--- config.mk ---
export PLATFORM = sky130hd
export DESIGN_NAME = div_sched
export DESIGN_NICKNAME = d
export VERILOG_FILES = /design/src/rtl/core_config_pkg.sv /design/src/rtl/rr_arb2.sv /design/src/rtl/div_sched.sv
export SDC_FILE = /design/constraint.sdc
export NUM_CORES = 1
export LEC_CHECK = 0
export ABC_AREA = 0
export ABC_CLOCK_PERIOD_IN_PS = 17300
export CELL_PAD_IN_SITES_DETAIL_PLACEMENT = 0
export CELL_PAD_IN_SITES_GLOBAL_PLACEMENT = 1
export CORE_ASPECT_RATIO = 0.6
export CORE_MARGIN = 2
export CORE_UTILIZATION = 41
export CTS_BUF_LIST = sky130_fd_sc_hd__clkbuf_4 sky130_fd_sc_hd__clkbuf_8 sky130_fd_sc_hd__clkbuf_16
export CTS_CLUSTER_DIAMETER = 30
export DETAILED_ROUTE_END_ITERATION = 7
export GPL_TIMING_DRIVEN = 0
export PLACE_DENSITY = 0.87
export SETUP_SLACK_MARGIN = 0.05
export SYNTH_ARGS = -nofsm -noshare
export SYNTH_HDL_FRONTEND = slang
export SYNTH_SLANG_ARGS = --single-unit
--- constraint.sdc ---
create_clock -name clk -period 17.3 [get_ports clk]
set_input_delay 4.325 -clock clk [delete_from_list [all_inputs] [get_ports clk]]
set_output_delay 4.325 -clock clk [all_outputs]
set_load 0.01 [all_outputs]
--- src/rtl/core_config_pkg.sv ---
// core_config_pkg: shared core configuration for the M-extension path.
//   XLEN               datapath width
//   XLEN_INT_MIN       most negative signed XLEN value (signed-overflow dividend)
//   XLEN_ALL_ONES      all-ones XLEN value (-1 as signed)
//   div_op_t           DIV/DIVU/REM/REMU encoding as presented by issue
//   div_sched_state_t  div_sched FSM states (also exported on dbg_state)
//   op_is_signed/rem   decode helpers for div_op_t
package core_config_pkg;

  localparam int XLEN = 32;

  localparam logic [XLEN-1:0] XLEN_INT_MIN  = {1'b1, {(XLEN-1){1'b0}}};
  localparam logic [XLEN-1:0] XLEN_ALL_ONES = {XLEN{1'b1}};

  typedef enum logic [1:0] {
    DIV  = 2'b00,
    DIVU = 2'b01,
    REM  = 2'b10,
    REMU = 2'b11
  } div_op_t;

  typedef enum logic [2:0] {
    IDLE  = 3'd0,
    START = 3'd1,
    WAIT  = 3'd2,
    RESP  = 3'd3,
    DRAIN = 3'd4
  } div_sched_state_t;

  function automatic logic op_is_signed(input div_op_t op);
    return (op == DIV) || (op == REM);
  endfunction

  function automatic logic op_is_rem(input div_op_t op);
    return (op == REM) || (op == REMU);
  endfunction

endpackage

--- src/rtl/rr_arb2.sv ---
// rr_arb2: combinational two-way round-robin grant.
//   req_valid  per-requester request
//   ptr        requester preferred when both request
//   grant      one-hot grant (zero when nobody requests)
//   gnt_idx    index of the granted requester (0 when nobody requests)
// The pointer register lives in the parent so it only advances on a real accept.
module rr_arb2 (
  input  logic [1:0] req_valid,
  input  logic       ptr,
  output logic [1:0] grant,
  output logic       gnt_idx
);

  always_comb begin
    gnt_idx = 1'b0;
    if (req_valid == 2'b11) begin
      gnt_idx = ptr;
    end else if (req_valid[1]) begin
      gnt_idx = 1'b1;
    end
    grant = 2'b00;
    if (req_valid != 2'b00) begin
      grant = gnt_idx ? 2'b10 : 2'b01;
    end
  end

endmodule

--- src/rtl/div_sched.sv ---
// div_sched: shares one divider between two requesters.
//   clk, rst             clock, asynchronous active-high reset
//   flush                drop in-flight/pending work and invalidate the result cache
//   req_*                two request ports (valid/ready, op, operands, tag)
//   rsp_*                tagged result port (valid/ready)
//   div_*                drive/receive ports of the external divider
//   dbg_state            current FSM state
// Handshakes: a transfer happens on a rising clk edge where valid and ready are
// both high; once raised, rsp_valid and its payload hold until that edge, and
// valid never depends combinationally on the matching ready.
// A one-entry cache keeps the last divider result so a REM following a DIV
// (or vice versa) on the same operands skips the divider entirely.
module div_sched
  import core_config_pkg::*;
#(
  parameter int TAG_W = 4
) (
  input  logic                  clk,
  input  logic                  rst,
  input  logic                  flush,
  input  logic [1:0]            req_valid,
  output logic [1:0]            req_ready,
  input  div_op_t [1:0]         req_op,
  input  logic [1:0][XLEN-1:0]  req_a,
  input  logic [1:0][XLEN-1:0]  req_b,
  input  logic [1:0][TAG_W-1:0] req_tag,
  output logic                  rsp_valid,
  input  logic                  rsp_ready,
  output logic                  rsp_id,
  output logic [TAG_W-1:0]      rsp_tag,
  output logic [XLEN-1:0]       rsp_data,
  output logic                  rsp_div_by_zero,
  output logic                  div_start,
  output logic                  div_dividend_signed,
  output logic                  div_divisor_signed,
  output logic [XLEN-1:0]       div_dividend,
  output logic [XLEN-1:0]       div_divisor,
  input  logic                  div_valid,
  input  logic [XLEN-1:0]       div_quotient,
  input  logic [XLEN-1:0]       div_remainder,
  input  logic                  div_div_by_zero,
  output div_sched_state_t      dbg_state
);

  div_sched_state_t state;
  logic             rr_ptr;
  logic [1:0]       grant;
  logic             win_id;
  logic             accept;
  div_op_t          win_op;
  logic [XLEN-1:0]  win_a;
  logic [XLEN-1:0]  win_b;
  logic             win_signed;
  logic             win_rem;
  logic             win_ovf;
  logic             win_hit;
  logic             op_rem;

  logic             cache_valid;
  logic             cache_signed;
  logic             cache_dbz;
  logic [XLEN-1:0]  cache_a;
  logic [XLEN-1:0]  cache_b;
  logic [XLEN-1:0]  cache_q;
  logic [XLEN-1:0]  cache_r;

  rr_arb2 u_arb (
    .req_valid (req_valid),
    .ptr       (rr_ptr),
    .grant     (grant),
    .gnt_idx   (win_id)
  );

  // Reset gates ready directly so it reads 0 while rst is held, even with
  // requests pending.
  assign req_ready  = (!rst && state == IDLE && !flush) ? grant : 2'b00;
  assign accept     = |(req_valid & req_ready);

  assign win_op     = req_op[win_id];
  assign win_a      = req_a[win_id];
  assign win_b      = req_b[win_id];
  assign win_signed = op_is_signed(win_op);
  assign win_rem    = op_is_rem(win_op);
  assign win_ovf    = win_signed && (win_a == XLEN_INT_MIN) && (win_b == XLEN_ALL_ONES);
  assign win_hit    = cache_valid && (cache_a == win_a) && (cache_b == win_b) &&
                      (cache_signed == win_signed);

  assign dbg_state  = state;

  always_ff @(posedge clk or posedge rst) begin
    if (rst) begin
      state               <= IDLE;
      rr_ptr              <= 1'b0;
      op_rem              <= 1'b0;
      rsp_valid           <= 1'b0;
      rsp_id              <= 1'b0;
      rsp_tag             <= '0;
      rsp_data            <= '0;
      rsp_div_by_zero     <= 1'b0;
      div_start           <= 1'b0;
      div_dividend_signed <= 1'b0;
      div_divisor_signed  <= 1'b0;
      div_dividend        <= '0;
      div_divisor         <= '0;
      cache_valid         <= 1'b0;
      cache_signed        <= 1'b0;
      cache_dbz           <= 1'b0;
      cache_a             <= '0;
      cache_b             <= '0;
      cache_q             <= '0;
      cache_r             <= '0;
    end else begin
      div_start <= 1'b0;
      if (flush) begin
        cache_valid <= 1'b0;
      end
      case (state)
        IDLE: begin
          if (accept) begin
            rr_ptr              <= ~win_id;
            rsp_id              <= win_id;
            rsp_tag             <= req_tag[win_id];
            op_rem              <= win_rem;
            div_dividend        <= win_a;
            div_divisor         <= win_b;
            div_dividend_signed <= win_signed;
            div_divisor_signed  <= win_signed;
            if (win_ovf) begin
              rsp_data        <= win_rem ? '0 : XLEN_INT_MIN;
              rsp_div_by_zero <= 1'b0;
              rsp_valid       <= 1'b1;
              state           <= RESP;
            end else if (win_hit) begin
              rsp_data        <= win_rem ? cache_r : cache_q;
              rsp_div_by_zero <= cache_dbz;
              rsp_valid       <= 1'b1;
              state           <= RESP;
            end else begin
              div_start <= 1'b1;
              state     <= START;
            end
          end
        end
        START: begin
          // The start pulse is already on the wire, so the divider runs regardless.
          state <= flush ? DRAIN : WAIT;
        end
        WAIT: begin
          if (flush) begin
            state <= div_valid ? IDLE : DRAIN;
          end else if (div_valid) begin
            cache_valid     <= 1'b1;
            cache_a         <= div_dividend;
            cache_b         <= div_divisor;
            cache_signed    <= div_dividend_signed;
            cache_q         <= div_quotient;
            cache_r         <= div_remainder;
            cache_dbz       <= div_div_by_zero;
            rsp_data        <= op_rem ? div_remainder : div_quotient;
            rsp_div_by_zero <= div_div_by_zero;
            rsp_valid       <= 1'b1;
            state           <= RESP;
          end
        end
        RESP: begin
          if (flush || rsp_ready) begin
            rsp_valid <= 1'b0;
            state     <= IDLE;
          end
        end
        DRAIN: begin
          // Operands stay put: the divider may still read them until it finishes.
          if (div_valid) begin
            state <= IDLE;
          end
        end
        default: state <= IDLE;
      endcase
    end
  end

endmodule
==> results of run 1 <==
registers in the layout, summed over array words and instances, names as in the netlist:
name                cells
cache_signed            1
div_start               1
cache_b                32
rsp_tag                 4
div_divisor            32
cache_a                32
rr_ptr                  1
cache_r                32
rsp_div_by_zero         1
div_divisor_signed      1
op_rem                  1
rsp_valid               1
cache_valid             1
dbg_state               3
rsp_id                  1
rsp_data               32
div_dividend           32
cache_q                32
cache_dbz               1
area by class of cell:
cell class	count	area (sq um)
Antenna cell	4	10.0
Clock inverter	24	289
Tap cell	408	510
Clock buffer	51	1170
Buffer	74	323
Inverter	47	184
Multi-Input combinational cell	822	6010
Sequential cell	241	6030
Timing Repair Buffer	323	3250
Fill cell	2537	12300
worst paths after layout:
kind / to / slack (ps) / depth (start not counted)
max in group asynchronous: div_divisor[29] / 11650 / 3
max: req_ready[1] / 4540 / 10
min: rsp_tag[3] / 480 / 2
max reg2reg: rsp_data[23] / 11540 / 13
min reg2reg: rsp_tag[3] / 480 / 2
min in group asynchronous: rsp_tag[2] / 4390 / 2
critical path: cells and delay by family:
kind | cells | cell delay [ps]
buf+inv | 7 | 3550
simple gates | 3 | 560
power by group:
part / internal, W / switching [W] / total (W)
registers: 0.000811 / 0.000228 / 0.00104
clock network: 0.000548 / 0.000311 / 0.000859
logic: 0.000584 / 0.000616 / 0.00120
through the flow:
| stage | instances | instance area (sq um) |
|---|---|---|
| final | 1994 | 17800 |
| after global routing | 1990 | 17800 |
| after CTS | 1990 | 17800 |
| after detailed placement | 1915 | 16300 |
| after global placement | 1914 | 16300 |
| after floorplan | 1184 | 12500 |
routing by layer:
layer	vias to the layer above	global-route usage [%]	routed length (um)
met4	4	8.22	1030
met2	741	48.6	23400
met1	6049	54.8	26400
met3	76	10.9	7060
li1	5068	-	-
met5	-	0	22
synth_stat cells (4+ instances only):
cell type / instances
inv_1: 46
dfrtp_1: 241
nor2b_1: 8
o21ai_0: 71
nand2_1: 84
a22o_1: 5
a2bb2oi_1: 4
and3_1: 7
clkbuf_1: 57
o221ai_1: 8
buf_4: 4
o211ai_1: 4
mux2_2: 146
nand3_1: 44
a21oi_1: 54
buf_2: 6
nor3_1: 14
mux2i_1: 66
or4_1: 9
a21o_1: 4
xor2_1: 12
mux2_4: 28
xnor2_1: 14
nand4_1: 20
o22ai_1: 12
nand2b_1: 13
nor2_1: 83
buf_1: 4
a21boi_0: 4
a31oi_1: 29
a22oi_1: 7
nor4_1: 11
cell families (layout without fill, tap and decap cells):
family,after synthesis,after routing,share of synthesized area [%]
buf+inv,121,519,3.98
other cells,0,4,0
flops,241,241,48.1
mux,240,240,21.7
simple gates,310,310,11.9
xor+xnor,26,26,1.82
compound gates,246,246,12.5
==> results.py, run 1 <==
metrics = {
    "run_status": {
        "status": "complete, no violations",
    },
    "worst_setup_path": {
        "required_ps": 12980,
        "cpMaxStageDelayCell": "buf_1",
        "crit_path_start_kind": "input port",
        "crit_start": "req_valid[0]",
        "critPathMaxStageDelay_ps": 670,
        "timing.rr.start": "rr_ptr",
        "worstPathArrival_ps": 8430,
        "cp-end-kind": "output pin",
        "crit_chain": "clkdlybuf4s50_1, nand2b_1, nand2_1, buf_2, buf_2, clkbuf_1, buf_1, nor3_1, clkbuf_1, clkdlybuf4s50_1",
        "worst-setup-path-type": "in2out",
        "path_max_fanout": 10,
    },
    "timing": {
        "setup_viol": 0,
        "fin_ws_ps": 4540,
        "tightest_slew_ps": 1140,
        "maxSlewViolCount": 0,
        "hold_viol": 0,
        "worst_hold_slack_ps": 483,
        "fin_worst_skew_ps": 24.9,
        "fin_setup_tns_ps": 0,
        "slew_headroom_pct": 23.6,
        "period_share_pct": 73.8,
        "period_needed_ps": 12760,
        "max_clock_freq_mhz": 78.4,
        "rsz0062_at_grt": "no",
    },
    "power_and_ir_drop": {
        "p_leak_nw": 7.76,
        "ir_worst_vdd_uv": 94.3,
        "powerDensity_nw_per_um2": 174,
        "finalPower_w": 0.00310,
    },
    "final_layout": {
        "layout-drive-gt1-share_pct": 17.3,
        "final_nets": 1762,
        "final_common_cell": "clkdlybuf4s50_1",
        "final_cell_mix": "322 x clkdlybuf4s50_1, 241 x dfrtp_1, 146 x mux2_2, 84 x nand2_1, 83 x nor2_1",
        "areaGrowthSynthToFinish_pct": 41.7,
        "final_util_pct": 59.2,
    },
    "cts": {
        "root_buffer": "clkbuf_16",
        "cts_tree": "built",
        "clockBufferDepth": 3,
        "cts_resized": 0,
        "postCtsSetupBuffers": 0,
        "cts_buffers": 41,
        "path_clk_slew_ps": 50,
        "clk_latency_ps": 550,
        "clock_sinks": 241,
        "ctsHoldBuffers": 0,
        "htree_levels": 2,
    },
    "placement": {
        "routabilityCongestion": 1.05,
        "place.detailed.hpwl_mm": 45.0,
        "io_buffers": 322,
        "dp_slack_ps": 4760,
    },
    "synth": {
        "synth_cell_types": 67,
        "ys.flop_type": "dfrtp_1",
        "synth_top_cell_area_share_pct": 48.1,
        "syn_area_per_cell_sq_um": 10.6,
        "yosys_register_bits": 241,
        "synth_area_leaders": "dfrtp_1 48%, mux2_2 13%, mux2i_1 5.3%",
        "synth_edf_count": 0,
        "synth_warnings": 0,
        "yosysTopAreaCell": "dfrtp_1",
        "syn-num-nets": 1396,
        "synthArstFlopShare_pct": 100,
        "synth_seq_area_share_pct": 48.1,
        "netlist_area_sq_um": 12500,
        "synthCells": 1184,
    },
    "floorplan": {
        "die_y_um": 139,
        "core-area_sq_um": 30000,
        "die-area_sq_um": 32100,
        "boundaryPins": 323,
        "fp-row-count": 49,
        "initial_core_util_pct": 41.8,
        "fp.dieW_um": 230,
    },
    "detailed_routing": {
        "drtAntennaViolNets": 0,
        "wl_per_cell_um": 29.1,
        "firstDrtPassIters": 5,
        "drtIter0Drc": 1406,
        "vias": 11900,
        "finalWirelength_mm": 57.9,
        "vias_per_cell": 5.99,
        "drc_errors": 0,
    },
    "grt": {
        "grt_max_degree": 124,
        "grt_use_total_pct": 35.7,
        "antenna_found_initial": 6,
        "grt_pass1_vias": 11800,
        "grt-ovfl-total": 0,
        "grt_first_pass_wirelength_mm": 82.7,
    },
    "hold_path": {
        "hp-start": "rsp_tag[3]",
        "hold_class": "reg2reg",
    },
    "run": {
        "drv_cap": 0,
    },
}
(Power assumes the default switching activity.)
==> inputs of run 2 (changes only) <==
ABC_CLOCK_PERIOD_IN_PS = 10700   (was 17300)
CORE_UTILIZATION = 34   (was 41)
PLACE_DENSITY = 0.77   (was 0.87)
clock period = 10.7 ns   (was 17.3 ns; I/O delays follow)
==> run 2 against run 1 <==
  * The run now ends with capacitance limit left
  * Clock power grew 89%
  * Power grew 70%
  * Non-clock buffer count is the same
  * Sequential power grew 62%
  * Clock skew grew 1.1 ps
  * Sequential cell count is the same
==> results.py, run 2 (synthesis results as in run 1) <==
metrics = {
    "final_layout": {
        "final_util_pct": 49.9,
        "ff_latch_area_sq_um": 6030,
        "final_area_sq_um": 18200,
        "areaGrowthSynthToFinish_pct": 44.7,
        "final_common_cell": "clkdlybuf4s50_1",
        "final_nets": 1771,
        "multi_input_comb_area_sq_um": 6010,
        "fillCellCount": 3348,
        "layout-drive-gt1-share_pct": 18.0,
        "final_cell_mix": "322 x clkdlybuf4s50_1, 241 x dfrtp_1, 146 x mux2_2, 84 x nand2_1, 83 x nor2_1",
        "final_cells": 2077,
    },
    "placement": {
        "postPlaceCellArea_sq_um": 16400,
        "dp_cells": 1983,
        "dp_slack_ps": 1430,
        "io_buffers": 322,
        "place.detailed.hpwl_mm": 46.4,
        "routabilityCongestion": 1.01,
    },
    "timing": {
        "rsz0062_at_grt": "no",
        "max_clock_freq_mhz": 105,
        "fin_ws_ps": 1150,
        "period_share_pct": 89.2,
        "setup_viol": 0,
        "slew_headroom_pct": 1.53,
        "hold_viol": 0,
        "tightest_slew_ps": 1460,
        "maxSlewViolCount": 0,
        "period_needed_ps": 9550,
        "fin_worst_skew_ps": 26.0,
    },
    "worst_setup_path": {
        "required_ps": 8030,
        "cp-end-kind": "output pin",
        "crit_path_start_kind": "input port",
        "cpMaxStageDelayCell": "clkbuf_1",
        "timing.rr.start": "rr_ptr",
        "critPathMaxStageDelay_ps": 740,
        "path_max_fanout": 10,
        "crit_chain": "clkdlybuf4s50_1, nand2b_1, nand2_1, buf_2, buf_2, clkbuf_1, buf_1, nor3_1, clkbuf_1, clkdlybuf4s50_1",
        "worst-setup-path-type": "in2out",
        "crit_start": "req_valid[0]",
        "worstPathArrival_ps": 6870,
    },
    "power_and_ir_drop": {
        "ir_worst_vdd_uv": 138,
        "powerDensity_nw_per_um2": 289,
        "p_leak_nw": 7.89,
    },
    "grt": {
        "grt_first_pass_wirelength_mm": 85.7,
        "grt_max_degree": 123,
        "grt_use_total_pct": 31.1,
        "grt-ovfl-total": 0,
        "grt_pass1_vias": 11800,
        "antenna_found_initial": 6,
    },
    "detailed_routing": {
        "vias": 11800,
        "drtIter0Drc": 1298,
        "finalWirelength_mm": 60.3,
        "wl_per_cell_um": 29.1,
        "vias_per_cell": 5.68,
        "firstDrtPassIters": 8,
        "drc_errors": 0,
        "drtAntennaViolNets": 0,
    },
    "floorplan": {
        "fp.dieW_um": 252,
        "boundaryPins": 323,
        "core-area_sq_um": 36300,
        "fp-row-count": 54,
        "initial_core_util_pct": 34.5,
        "die_y_um": 153,
        "die-area_sq_um": 38500,
    },
    "cts": {
        "cts_resized": 0,
        "clockBufferDepth": 3,
        "postCtsSetupBuffers": 0,
        "cts_buffers": 50,
        "cts_tree": "built",
        "root_buffer": "clkbuf_16",
        "htree_levels": 2,
        "clock_sinks": 241,
        "clk_latency_ps": 560,
        "path_clk_slew_ps": 50,
        "ctsHoldBuffers": 0,
    },
    "hold_path": {
        "hold_class": "reg2reg",
        "hp-start": "rsp_tag[0]",
    },
    "run_status": {
        "status": "complete, but fails checks",
        "violations": "capacitance limit",
    },
    "run": {
        "drv_cap": 1,
    },
}
-- run 2: critical path, delay by kind of cell --
kind | cells | cell delay (ps)
buffers and inverters | 7 | 3620
AND/OR/NAND/NOR | 3 | 560
-- run 2: routing by layer --
layer  global-route usage (%)  share of wire (%)
met1                     45.2                 46
met2                     39.8                 38
met3                     14.2                 13
met4                     9.41                2.7
met5                     4.35               0.30
-- run 2: final timing paths --
| path | depth (start not counted) | endpoint | slack [ps] |
|---|---|---|---|
| setup / recovery | 10 | req_ready[1] | 1150 |
| hold / removal | 2 | rsp_tag[0] | 480 |
| setup reg to reg | 12 | rsp_data[22] | 4840 |
| hold reg to reg | 2 | rsp_tag[0] | 480 |
| max in group asynchronous | 3 | rsp_data[26] | 6730 |
| min in group asynchronous | 2 | rsp_tag[2] | 2800 |
-- run 2: area by class of cell --
cell class,instances,share of cell area (%)
Antenna cell,6,0.0827
Clock buffer,63,7.70
Buffer,74,1.78
Clock inverter,25,1.88
Sequential cell,241,33.2
Tap cell,476,3.28
Multi-Input combinational cell,822,33.1
Inverter,47,1.01
Timing Repair Buffer,323,17.9
-- run 2: power breakdown --
part / total (W) / internal, W / switching, W
combinational: 0.00195 / 0.000945 / 0.00101
sequential: 0.00168 / 0.00131 / 0.000367
clock: 0.00162 / 0.00109 / 0.000530
total: 0.00525 / 0.00335 / 0.00191
-- run 2: metrics by stage --
step	power (W)	setup TNS (ps)	hold slack, ps
after global routing	0.00548	0	508
final	0.00525	0	481
after detailed placement	0.00357	0	467
after CTS	0.00521	0	478
after floorplan	0.00257	0	454
after global placement	0.00354	-517260	458
==> inputs of run 3 (changes only) <==
MAX_ROUTING_LAYER = met4   (was not set)
SLEW_MARGIN = 10   (was not set)
==> run 3 against run 2 <==
  * The flow now finishes without violations
  * Die area is the same
  * Clock power shrank 5%
  * Global-route usage grew 0.84 points
  * Fmax grew 0.72%
  * Setup slack gained 69 ps
  * Count of clock-buffer cells in the layout shrank 1
  * Cell count grew 0.14%
  * Sequential share of layout area grew 0.062 points
  * Clock skew shrank 1.1 ps
  * Worst hold slack lost 0.72 ps
  * Core utilization shrank 0.093 points
  * Non-clock buffer count grew 1
  * Critical path type unchanged
==> results.py, run 3 (synthesis results as in run 1) <==
metrics = {
    "worst_setup_path": {
        "cp-end-kind": "output pin",
        "critPathMaxStageDelay_ps": 690,
        "worstPathArrival_ps": 6810,
        "crit_buf_inv": 7,
        "required_ps": 8030,
        "crit_chain": "clkdlybuf4s50_1, nand2b_1, nand2_1, buf_2, buf_2, clkbuf_1, buf_1, nor3_1, clkbuf_1, clkdlybuf4s50_1",
        "worst-setup-path-type": "in2out",
        "cpMaxStageDelayCell": "clkbuf_1",
        "cp_top_family": "buffers and inverters",
        "crit_path_start_kind": "input port",
        "path_max_fanout": 10,
    },
    "final_layout": {
        "final_nets": 1771,
        "final_common_cell": "clkdlybuf4s50_1",
        "final_cell_mix": "322 x clkdlybuf4s50_1, 241 x dfrtp_1, 146 x mux2_2, 84 x nand2_1, 83 x nor2_1",
        "final_area_sq_um": 18100,
        "fillCellCount": 3340,
        "final_cells": 2080,
        "layout-drive-gt1-share_pct": 18.1,
        "areaGrowthSynthToFinish_pct": 44.4,
    },
    "detailed_routing": {
        "top_layer_used": "met4",
        "drtAntennaViolNets": 0,
        "firstDrtPassIters": 6,
        "vias_per_cell": 5.72,
        "drc_errors": 0,
        "wl_met3_mm": 6.69,
        "finalWirelength_mm": 60.4,
        "wl_met2_mm": 24.3,
        "wl_per_cell_um": 29.0,
        "wl_met1_mm": 28.5,
        "vias": 11900,
        "drtIter0Drc": 1293,
    },
    "floorplan": {
        "die_y_um": 153,
        "core-area_sq_um": 36300,
        "fp.dieW_um": 252,
        "die-area_sq_um": 38500,
        "fp-row-count": 54,
        "boundaryPins": 323,
        "initial_core_util_pct": 34.5,
    },
    "placement": {
        "io_buffers": 322,
        "place.detailed.hpwl_mm": 47.2,
        "dp_cells": 1984,
        "routabilityCongestion": 1.03,
        "postPlaceCellArea_sq_um": 16400,
    },
    "cts": {
        "cts_buffers": 49,
        "root_buffer": "clkbuf_16",
        "clock_sinks": 241,
        "path_clk_slew_ps": 50,
        "clk_latency_ps": 570,
        "clockBufferDepth": 3,
        "htree_levels": 2,
        "cts_resized": 0,
        "cts_tree": "built",
        "ctsHoldBuffers": 0,
        "postCtsSetupBuffers": 0,
    },
    "grt": {
        "grt_use_total_pct": 31.9,
        "grt_pass1_vias": 11800,
        "antenna_found_initial": 7,
        "grt-ovfl-total": 0,
        "grt_max_degree": 105,
        "grt_first_pass_wirelength_mm": 85.9,
    },
    "power_and_ir_drop": {
        "p_leak_nw": 7.88,
        "ir_worst_vdd_uv": 131,
        "powerDensity_nw_per_um2": 286,
        "finalPower_w": 0.00518,
    },
    "timing": {
        "period_needed_ps": 9480,
        "max_clock_freq_mhz": 105,
        "slew_headroom_pct": 14.2,
        "tightest_slew_ps": 1280,
        "fin_worst_skew_ps": 24.9,
        "period_share_pct": 88.6,
        "maxSlewViolCount": 0,
        "hold_viol": 0,
        "rsz0062_at_grt": "no",
        "setup_viol": 0,
        "worst_hold_slack_ps": 481,
    },
    "run_status": {
        "status": "complete, no violations",
    },
    "hold_path": {
        "hold_class": "reg2reg",
    },
    "run": {
        "drv_cap": 0,
    },
}
-- run 3: report_power, final --
| part | switching (W) | internal [W] |
|---|---|---|
| combinational | 0.00102 | 0.000946 |
| clock | 0.000536 | 0.00101 |
| sequential | 0.000367 | 0.00131 |
-- run 3: final timing paths --
check	depth (start not counted)	from	endpoint	slack, ps
setup reg to reg	13	rr_ptr	rsp_data[27]	5080
min in group asynchronous	2	rst	rsp_tag[3]	2590
hold / removal	2	rsp_tag[1]	rsp_tag[1]	480
setup / recovery	10	req_valid[0]	req_ready[1]	1220
hold reg to reg	2	rsp_tag[1]	rsp_tag[1]	480
max in group asynchronous	4	rst	cache_q[25]	6770
-- run 3: layer usage --
metal	vias to the layer above	track usage, %
met1	6117	48.0
met2	635	41.8
met5	-	-
li1	5085	-
met4	0	5.44
met3	65	9.81
-- run 3: layout make-up --
cell class,instances,area (sq um),share of cell area [%]
Sequential cell,241,6030,33.3
Clock inverter,28,310,1.71
Inverter,47,184,1.02
Multi-Input combinational cell,822,6010,33.2
Timing Repair Buffer,324,3280,18.1
Clock buffer,62,1370,7.55
Tap cell,476,596,3.29
Antenna cell,6,15.0,0.0829
Buffer,74,323,1.78
-- run 3: per-stage QoR --
| stage | setup slack, ps | util (%) | TNS (ps) |
|---|---|---|---|
| floorplan | 1410 | - | 0 |
| global placement | -2200 | 45.0 | -520450 |
| detailed placement | 1390 | 45.2 | 0 |
| CTS | 1370 | 49.8 | 0 |
| global route | 1190 | 49.8 | 0 |
| finish | 1220 | 49.8 | 0 |
-- run 3: worst reg2reg max path: stages, from the launching register on --
cell	delay [ps]
dfrtp_1	420
nand2b_1	180
nand2_1	320
buf_2	400
buf_2	450
clkbuf_1	690
buf_1	690
nand4_1	210
o41ai_1	200
nand4_1	280
o41ai_2	740
a21oi_2	330
buf_6	280
mux2_4	320
